--- config.mk ---
export PLATFORM = sky130hd
export DESIGN_NAME = rst_seq_ctrl
export DESIGN_NICKNAME = d
export VERILOG_FILES = /design/src/rtl/rst_seq_pkg.sv /design/src/rtl/rst_seq_ctrl_rr_arbiter.sv /design/src/rtl/rst_seq_ctrl.sv
export SDC_FILE = /design/constraint.sdc
export NUM_CORES = 1
export LEC_CHECK = 0
export CAP_MARGIN = 5
export CORE_ASPECT_RATIO = 1.1
export CORE_MARGIN = 2
export CORE_UTILIZATION = 49
export CTS_CLUSTER_SIZE = 10
export DETAILED_ROUTE_END_ITERATION = 16
export PLACE_DENSITY_LB_ADDON = 0.12
export SETUP_SLACK_MARGIN = 0.4
export SKIP_CTS_REPAIR_TIMING = 1
export SLEW_MARGIN = 10
export SYNTH_ARGS = -nofsm -noshare
export SYNTH_HDL_FRONTEND = slang
export SYNTH_SLANG_ARGS = --single-unit
--- constraint.sdc ---
create_clock -name pclk -period 1.7 [get_ports pclk]
set_input_delay 0.17 -clock pclk [delete_from_list [all_inputs] [get_ports pclk]]
set_output_delay 0.17 -clock pclk [all_outputs]
set_load 0.05 [all_outputs]
--- src/rtl/rst_seq_pkg.sv ---
// rst_seq_pkg: shared state encoding, count width and default timing for the
// reset sequencer.
package rst_seq_pkg;
    typedef enum logic [1:0] {S_IDLE, S_ASSERT, S_RECOVER, S_DONE} state_t;
    localparam int CNT_W = 8;
    localparam int DEF_NUM_REQ = 4;
    localparam int DEF_ASSERT_CYCLES = 3;
    localparam int DEF_RECOVERY_CYCLES = 4;
endpackage

--- src/rtl/rst_seq_ctrl_rr_arbiter.sv ---
// rr_arbiter: combinational round-robin pick of the first set request at or
// after the pointer, wrapping modulo N.
module rr_arbiter #(
    parameter int N = 4,
    parameter int W = $clog2(N)
) (
    input  logic [N-1:0] req,
    input  logic [W-1:0] pointer,
    output logic         valid,
    output logic [W-1:0] idx
);
    logic [W-1:0] j;
    // Walk from farthest to nearest so the nearest requester wins last.
    always_comb begin
        valid = 1'b0;
        idx = '0;
        j = '0;
        for (int i = N - 1; i >= 0; i--) begin
            j = W'((int'(pointer) + i) % N);
            if (req[j]) begin
                valid = 1'b1;
                idx = j;
            end
        end
    end
endmodule

--- src/rtl/rst_seq_ctrl.sv ---
// rst_seq_ctrl: round-robin peripheral reset sequencer (assert, recover, ack).
// Define RST_SEQ_CTRL_POR_EN to run one un-acked power-on sequence after preset.
module rst_seq_ctrl
    import rst_seq_pkg::*;
#(
    parameter int NUM_REQ = DEF_NUM_REQ,
    parameter int ASSERT_CYCLES = DEF_ASSERT_CYCLES,
    parameter int RECOVERY_CYCLES = DEF_RECOVERY_CYCLES
) (
    input  logic                       pclk,
    input  logic                       preset,
    input  logic [NUM_REQ-1:0]         req_i,
    output logic [NUM_REQ-1:0]         ack_o,
    output logic [$clog2(NUM_REQ)-1:0] grant_id_o,
    output logic                       busy_o,
    output logic                       periph_rst_n_o,
    output logic [CNT_W-1:0]           rst_count_o
);
    localparam int GW = $clog2(NUM_REQ);
    localparam int MAXC = ASSERT_CYCLES > RECOVERY_CYCLES ? ASSERT_CYCLES : RECOVERY_CYCLES;
    localparam int PW = $clog2(MAXC + 1);
    localparam logic [PW-1:0] A_LD = PW'(ASSERT_CYCLES - 1);
    localparam logic [PW-1:0] R_LD = PW'(RECOVERY_CYCLES - 1);
`ifdef RST_SEQ_CTRL_POR_EN
    localparam state_t RST_STATE = S_ASSERT;
    localparam logic RST_POR = 1'b1;
`else
    localparam state_t RST_STATE = S_IDLE;
    localparam logic RST_POR = 1'b0;
`endif

    state_t state, next_state;
    logic [PW-1:0] phase;
    logic [GW-1:0] pointer, gnt_idx;
    logic gnt_valid, por;

    rr_arbiter #(.N(NUM_REQ), .W(GW)) u_arb (
        .req     (req_i),
        .pointer (pointer),
        .valid   (gnt_valid),
        .idx     (gnt_idx)
    );

    always_ff @(posedge pclk or posedge preset)
        if (preset) state <= RST_STATE;
        else state <= next_state;

    always_comb
        next_state = state == S_IDLE    ? (gnt_valid ? S_ASSERT : S_IDLE) :
                     state == S_ASSERT  ? (phase == '0 ? S_RECOVER : S_ASSERT) :
                     state == S_RECOVER ? (phase == '0 ? S_DONE : S_RECOVER) : S_IDLE;

    // The power-on sequence has no owner, so it is never acked or counted.
    always_comb
        ack_o = (state == S_DONE && !por) ? NUM_REQ'(1) << grant_id_o : '0;

    always_ff @(posedge pclk or posedge preset) begin
        if (preset) begin
            phase <= A_LD;
            pointer <= '0;
            grant_id_o <= '0;
            rst_count_o <= '0;
            periph_rst_n_o <= 1'b0;
            busy_o <= 1'b1;
            por <= RST_POR;
        end else begin
            periph_rst_n_o <= next_state != S_ASSERT;
            busy_o <= next_state != S_IDLE;
            phase <= (next_state == S_ASSERT && state != S_ASSERT) ? A_LD :
                     (next_state == S_RECOVER && state != S_RECOVER) ? R_LD :
                     phase != '0 ? phase - PW'(1) : phase;
            if (state == S_IDLE && gnt_valid) begin
                grant_id_o <= gnt_idx;
                pointer <= gnt_idx == GW'(NUM_REQ - 1) ? '0 : gnt_idx + GW'(1);
                por <= 1'b0;
            end
            if (state == S_DONE && !por && rst_count_o != '1)
                rst_count_o <= rst_count_o + CNT_W'(1);
        end
    end
endmodule

Yosys cells after proc, flatten, opt, wreduce, memory -nomap -nowiden. Cells that the tools add are included.

Flip-flop bits (word level): 19. Bits of input ports: 6. Output and inout bits: 16. Word-level logic and storage cells: 64.

Add/subtract/negate cells: 6. Magnitude comparators: 4. Eq/ne operators: 10. Shift-type cells: 1. Multiplexer cells: 27. Reduce and logical (&&, ||, !) cells: 9.

Operators by type and width (count): 2-bit 2-to-1 mux (9); 2-bit by 3-bit < comparator with 1-bit output (second input constant) (4); 1-bit 2-to-1 mux (10); 3-bit 2-to-1 mux (3); 8-bit by 1-bit adder with 8-bit output (second input constant) (1); 1-bit binary-select mux with 2-bit select (4); 2-bit == test (second input constant) (4); 8-bit != test (second input constant) (1); 3-bit nonzero test (2); 2-bit by 1-bit adder with 2-bit output (second input constant) (2); 2-bit adder (second input constant) (2); 2-bit by 1-bit == test with 1-bit output (second input constant) (2); 1-bit logical AND (4); 4-bit 2-to-1 mux (1); 2-bit by 1-bit != test with 1-bit output (second input constant) (2); 1-bit by 2-bit left shift with 4-bit output (first input constant) (1); 3-bit zero test (1); 3-bit by 1-bit subtractor with 3-bit output (second input constant) (1); 2-bit zero test (1); 2-bit != test (second input constant) (1); 2-bit nonzero test (1).

Longest topological paths before layout. Gate-level depths: netlist of the first run.

Depth in word-level cells: 13. Mapped depth: 6. Gate-level depth less buffers: 6.

Modules after synthesis. From an unflattened synthesis of the first run, not the netlist that was laid out.

Cells, all modules: 98. Area total of the unflattened synthesis: 1064.8 sq um.

By module, submodules not included: rst_seq_ctrl (times used 1, cells each 85, area an instance 987.2 sq um, seq. area each 478.0 sq um); rr_arbiter (times used 1, cells each 13, area an instance 77.6 sq um, seq. area each 0.0 sq um).

Least setup slack after synthesis of the first run. OpenSTA, ideal clock, no wires.

Kind: reg2out. From: reg grant_id_o[0]. To: out ack_o[1]. Arrival: 1.884 ns. Required time: 1.530 ns. Setup slack: -0.354 ns. Stages on the path, launching flop included: 2. Path buffers: 0. Cells stage by stage: dfrtp_1 nor3b_1.

Longest elaborated chain between the ends: 2.

RTL lines: start, declared (RTL line rst_seq_ctrl.sv:14) `output logic [$clog2(NUM_REQ)-1:0] grant_id_o,`; start signal, assigned (RTL line rst_seq_ctrl.sv:73) `grant_id_o <= gnt_idx;`; 1-bit by 2-bit left shift with 4-bit output (RTL line rst_seq_ctrl.sv:55) `ack_o = (state == S_DONE && !por) ? NUM_REQ'(1) << grant_id_o : '0;`; 4-bit 2-to-1 mux (RTL line rst_seq_ctrl.sv:55); end, declared (RTL line rst_seq_ctrl.sv:13) `output logic [NUM_REQ-1:0] ack_o,`.

Every way passes these cells.

Worst setup path in the final report of the first run.
From: reg pointer[1]. To: reg pointer[1].

Longest elaborated chain between the ends: 9. Elaborated cells between the ends (all ways): 23. Those cells by class: add/sub (4); eq/ne (1); mux (17); reduce/logical (1).

RTL lines: start, declared (RTL line rst_seq_ctrl.sv:34) `logic [GW-1:0] pointer, gnt_idx;`; start signal, assigned (RTL line rst_seq_ctrl.sv:74) `pointer <= gnt_idx == GW'(NUM_REQ - 1) ? '0 : gnt_idx + GW'(1);`; 2-bit adder (RTL line rst_seq_ctrl_rr_arbiter.sv:19) `j = W'((int'(pointer) + i) % N);`; 1-bit binary-select mux with 2-bit select (RTL line rst_seq_ctrl_rr_arbiter.sv:20) `if (req[j]) begin`; 1-bit 2-to-1 mux (not written as such) (RTL line rst_seq_ctrl_rr_arbiter.sv:20); 2-bit 2-to-1 mux (3 in a row) (RTL line rst_seq_ctrl_rr_arbiter.sv:20); 2-bit 2-to-1 mux * (RTL line rst_seq_ctrl_rr_arbiter.sv:20); via gnt_idx[0] (RTL line rst_seq_ctrl.sv:34); 2-bit by 1-bit adder with 2-bit output or 2-bit == test (tied branches) (RTL line rst_seq_ctrl.sv:74); 2-bit 2-to-1 mux * (RTL line rst_seq_ctrl.sv:74).

The timed path passes the listed nets; every way through them passes the cells marked *. The select of a mux whose other input is x is not followed. A chain may end at the register's enable or synchronous reset.

==> metrics.md, run 1 <==
| Metric | Value |
|---|---|
| Layout cells sized above 1 | around three fifths |
| Area after DPL | about 1500 um2 |
| CTS clock-pin slew for the worst setup and hold paths | 120 ps |
| Maximum number of pins on one net before global-route repair | 20 |
| CP required | 1910 ps |
| I/O pins | 22 |
| Wire length of the first global-routing pass | roughly 3400 um |
| Ant diodes | 0 |
| Gpl congestion | approximately 0.76 |
| TritonCTS Buffers | 3 |
| Peak Freq | 0.650 GHz |
| R2R Setup Slk | approximately 160 ps |
| Wire length per cell | roughly 15 um |
| FFs w/ async S/R, synth | 100% |
| Core box area | a little over 2000 um2 |
| R2r startpoint | pointer[1] |
| Synth Cell Area | 1050 um2 |
| R2r worst-path depth | 4 |
| Fin crit share | between 90% and 100% |
| CTS tree | done |
| CP Capture Type | flip-flop |
| Syn avg cell area | between 10 and 15 um2 |
| Starting Density | between 50% and 60% |
| Initial antenna violation count | 0 |
| IO buf count | 21 |
| MaxCap Viol Count | 0 |
| TritonRoute pass-1 iters | 4 |
| DR iter-0 viols | 10 |
| Primary FF master, synth | dfrtp_1 |
| Status | complete, no violations |
| Worst slew pin tran | around 500 ps |
| Die extent in y | between 50 and 60 um |
| # setup viols final | 0 |
| DP HPWL | 1590 um |
| Leakage | between 0.0007 and 0.0008 uW |
| HP Class | primary input to async pin |
| Startpoint Class | flip-flop |
| Post-route DRC | 0 |
| Final min period | around 1500 ps |
| Worst r2r dst | pointer[1] |
| Via-per-instance ratio | ~5.6 |
| Worst-path maximum fanout | 6 |
| Worst relative slew slack | between 60% and 70% |
| CP arrival | approximately 1800 ps |
| RSZ-0062 raised after global routing | true |
| Final nets | between 150 and 200 |
| Final core utilization | approximately 85% |
| Final Hold Violating Endpoints | 0 |
| Final Instance Area | 1720 um2 |
| Seq cells post-synth | 19 |
| Root Driver | clkbuf_4 |
| WL final | approximately 2700 um |
| Post-route ant nets | 0 |
| Syn. warnings | 0 |
| Die Width | roughly 48 um |
| Syn Inst Count | around 100 |
| Synth unique cells | 36 |
| Power Dens Cells | 1810 nW/um2 |
| Syn_nets | 113 |
| Fin. max-slew vios | 0 |
| Area delta synth->final | 63.2% |
| Worst vdd ir | 1.36 mV |
| Sink Count | 19 |
| Vias | between 900 and 1,000 |
| Grt ovf | 0 |
| GR Util All Layers | 19.1% |
| Worst-skew pair later-pin latency | between 300 and 400 ps |
| Deepest clock path buffer count | 2 |
| Sequential-to-total area share from yosys stat | a little under half |
| Full die area | around 2500 um2 |
| CP Class | flip-flop to flip-flop |
| Number of flops mapped to enable cells by yosys | 0 |
| Worst Clk Skew | ~9 ps |
| H-tree levels | 1 |
| Vias in the first global route | between 800 and 900 |
| Row cnt | 17 |
-- where the power goes --
group          total [uW]  switching [uW]  internal [uW]
clock network         247             158           88.4
registers             933             264            670
logic                1930            1020            905
total                3110            1440           1660
-- synthesized netlist by cell type, types with 2 or more instances --
cell type | count | share of area, %
dfstp_2 | 2 | 5.0
nor3_1 | 2 | 0.95
ha_1 | 4 | 4.8
inv_1 | 6 | 2.1
mux2i_1 | 2 | 1.9
a21oi_1 | 7 | 3.3
nor2b_1 | 2 | 1.2
o21a_1 | 2 | 1.4
nand2_1 | 10 | 3.6
o31ai_1 | 2 | 1.4
nand4_1 | 2 | 1.2
and3_1 | 3 | 1.8
nor2_1 | 4 | 1.4
nand2b_1 | 3 | 1.8
o21ai_0 | 6 | 2.9
and4_1 | 2 | 1.7
nand3_1 | 2 | 0.95
mux2_2 | 7 | 7.5
dfrtp_1 | 17 | 40
a21boi_0 | 2 | 1.4
-- cells in the final DEF, fill, tap and decap left out, types with 3 or more instances in the layout --
| cell | n |
|---|---|
| dfrtp_1 | 4 |
| buf_12 | 4 |
| mux2_4 | 4 |
| nand2b_1 | 3 |
| dfrtp_2 | 13 |
| buf_4 | 30 |
| inv_1 | 5 |
| clkdlybuf4s50_1 | 5 |
| clkbuf_4 | 3 |
| ha_4 | 4 |
| buf_6 | 3 |
| mux2_2 | 3 |
| nand2_1 | 8 |
| a21oi_1 | 7 |
-- registers in the layout (all words and copies together), names as in the netlist --
name,count
grant_id_o,2
busy_o,1
rst_count_o,8
phase,3
state,2
pointer,2
periph_rst_n_o,1
-- cells by family (layout without fill, tap and decap cells) --
kind of cell,after synthesis,after routing,share of synthesized area (%)
mux,9,9,9.38
xor+xnor,1,1,0.832
buf+inv,8,54,3.33
compound gates,25,25,15.6
fa+ha+maj,4,4,4.75
simple gates,37,37,20.8
flops,19,19,45.4
-- worst max-delay path, cell delays in order, from the launching register on --
cell,delay [ps]
dfrtp_2,460
or3b_4,380
o221a_4,140
ha_4,200
mux2_4,260
-- per-stage QoR --
stage | power (uW) | hold WS [ps] | setup WS (ps) | setup TNS, ps | cells
finish | 3110 | 157 | 161 | 0 | 177
global route | 3280 | 204 | 115 | 0 | 177
CTS | 2690 | 173 | -70.3 | -139 | 163
detailed placement | 2450 | 512 | -90.9 | -143 | 159
global placement | 2400 | 507 | -71.9 | -92.2 | 159
floorplan | 2010 | 119 | 221 | 0 | 103
-- worst max path at each step --
stage,startpoint,endpoint,slack (ps),depth (start not counted)
floorplan,pointer[1],pointer[1],220,4
global placement,req_i[0],pointer[1],-70,6
detailed placement,req_i[0],pointer[1],-90,6
CTS,state[1],ack_o[2],-70,4
global route,state[0],ack_o[1],110,4
finish,pointer[1],pointer[1],160,4
-- per-layer routing --
metal	vias up	wire length [um]	track usage (%)
met5	-	0	0
met4	0	51	9.91
met3	5	71	3.10
met2	18	1420	31.1
met1	495	1190	23.2
li1	469	-	-
-- layout make-up --
type,instances,area [um2]
clock buffers,3,22.5
clock inverters,1,5.00
fillers,104,302
inverters,6,22.5
multi-input cells,76,733
flip-flops and latches,19,494
well taps,28,35.0
repair buffers,44,407
Power figures use the tool's default switching activity.
==> inputs of run 2 (changes only) <==
- TNS_END_PERCENT: unset -> 5
==> run 2 against run 1 <==
  * Core utilization shrank 9.3 points
  * Clock-buffer cell count grew 1
  * Highest routed layer unchanged
  * Worst hold slack gained 15 ps
  * Power shrank 14%
  * Fmax shrank 2.6%
  * Cell area shrank 11%
  * Routed wire length shrank 17%
==> metrics.md, run 2 (same netlist as run 1, synthesis figures left out) <==
| Metric | Value |
|---|---|
| Worst relative slew slack | 66.9% (+0.31 points) |
| Root Driver | clkbuf_4 |
| Starting Density | 52.1% (unchanged) |
| Row cnt | 17 (unchanged) |
| Max FFs per register | 8 (unchanged) |
| RSZ-0062 raised after global routing | true |
| Reg with most FFs | rst_count_o |
| MaxCap Viol Count | 0 (unchanged) |
| Status | complete, no violations |
| Power Dens Cells | 1750 nW/um2 (-3.1%) |
| IO buf count | 21 (unchanged) |
| Area after DPL | 1430 um2 (-5.4%) |
| Most common cell after layout, fill and taps aside | buf_4 |
| HP Class | primary input to async pin |
| Final core utilization | 75.8% (-9.3 points) |
| GR Util All Layers | 18.6% (-0.52 points) |
| Die extent in y | 52.6 um (unchanged) |
| Final Instance Area | 1530 um2 (-11%) |
| Startpoint Class | flip-flop |
| Final min period | 1580 ps (+40.8 ps) |
| Worst-path maximum fanout | 6 (unchanged) |
| H-tree levels | 1 (unchanged) |
| Fin. max-slew vios | 0 (unchanged) |
| TritonCTS Buffers | 3 (unchanged) |
| Wire length of the first global-routing pass | 3320 um (-2.0%) |
| Worst vdd ir | 1.30 mV (-4.3%) |
| Maximum number of pins on one net before global-route repair | 20 (unchanged) |
| WL final | 2260 um (-17%) |
| Post-route ant nets | 0 (unchanged) |
| Final Hold Violating Endpoints | 0 (unchanged) |
| Final nets | 151 (-5.6%) |
| Wire length per cell | 13.4 um (-13%) |
| Vias in the first global route | 871 (+1.6%) |
| Power Total | 2680 uW (-14%) |
| Gpl congestion | 0.742 (-1.8%) |
| Grt ovf | 0 (unchanged) |
| TritonRoute pass-1 iters | 4 (unchanged) |
| CTS clock-pin slew for the worst setup and hold paths | 100 ps (-20 ps) |
| Crit-path most repeated cell | buf_6 |
| Worst-skew pair later-pin latency | 300 ps (-20 ps) |
| Layout cells sized above 1 | 45.7% (-16 points) |
| Fill count | 147 (+41%) |
| Sink Count | 19 (unchanged) |
| CP arrival | 1770 ps (+20 ps) |
| Die Width | 48.2 um (unchanged) |
| CTS tree | done |
| Ant diodes | 0 (unchanged) |
| Crit path cell chain | or3b_1 > o221a_4 > buf_6 > buf_6 > mux2_4 |
| DP HPWL | 1620 um (+2.2%) |
| CP required | 1890 ps (-20 ps) |
| Post-route DRC | 0 (unchanged) |
| Fin crit share | 92.9% (+2.4 points) |
| Deepest clock path buffer count | 2 (unchanged) |
| Full die area | 2540 um2 (unchanged) |
| Worst slew pin tran | 496 ps (-4.70 ps) |
| Biggest regs | rst_count_o (8), phase (3) |
| Crit-path max cell delay | 460 ps (about the same) |
| Core box area | 2020 um2 (unchanged) |
| Vias | 940 (-4.8%) |
| Worst Clk Skew | 0.983 ps (-8.06 ps) |
| # setup viols final | 0 (unchanged) |
| Fin Hold WS | 173 ps (+15.4 ps) |
| Final WS setup | 121 ps (-40.8 ps) |
| Most frequent cells in the layout | 23 x buf_4, 10 x nand2_1, 10 x dfrtp_2 |
| Leakage | 0.000681 uW (-8.8%) |
| Max stage delay cell, worst path | dfrtp_2 |
| I/O pins | 22 (unchanged) |
| Area delta synth->final | 45.4% |
| CP Capture Type | flip-flop |
| Via-per-instance ratio | 5.60 (+0.34%) |
| Peak Freq | 0.633 GHz (-2.6%) |
| Initial antenna violation count | 0 (unchanged) |
| Pre-CTS setup slack | -182 ps (-91.5 ps) |
| CP Class | flip-flop to flip-flop |
| DR iter-0 viols | 12 (+2) |
run 2: layout make-up:
class	count	area, um2	share of cell area, %
Sequential cell	19	490	32.0
Clock buffer	4	26.3	1.72
Inverter	6	22.5	1.47
Timing Repair Buffer	35	338	22.1
Multi-Input combinational cell	76	619	40.4
Tap cell	28	35.0	2.29
run 2: layer usage:
layer,part of all wire (%),global-route usage (%),routed length (um),up-vias
met5,0,0,0,-
met4,3.5,10.4,79,0
met3,3.3,3.45,75,9
met2,56,34.0,1260,24
met1,37,18.3,839,458
li1,-,-,-,449
run 2: worst max-delay path, delay by kind of cell (launching register included):
kind | cells | cell delay (ps)
AO/OA/AOI/OAI | 1 | 140
buffers and inverters | 2 | 220
flip-flops | 1 | 460
multiplexers | 1 | 260
AND/OR/NAND/NOR | 1 | 390
run 2: final timing paths:
check / start / end / slack, ps / depth (start not counted)
setup / recovery: pointer[1] / grant_id_o[0] / 120 / 5
min in group pclk: rst_count_o[0] / rst_count_o[0] / 540 / 1
hold / removal: preset / rst_count_o[6] / 170 / 3
max in group asynchronous: preset / phase[1] / 1270 / 3
setup reg to reg: pointer[1] / grant_id_o[0] / 120 / 5
hold reg to reg: rst_count_o[0] / rst_count_o[0] / 540 / 1
run 2: report_power, final:
group / switching [uW] / leakage (uW) / internal, uW
Sequential: 238 / 0.000223 / 665
Combinational: 856 / 0.000443 / 694
Clock: 138 / 0.0000150 / 91.5
Total: 1230 / 0.000681 / 1450
run 2: stage by stage:
step / instances / setup TNS [ps]
floorplan: 103 / 0
global placement: 160 / -142
detailed placement: 160 / -312
CTS: 164 / -142
global route: 168 / 0
finish: 168 / 0
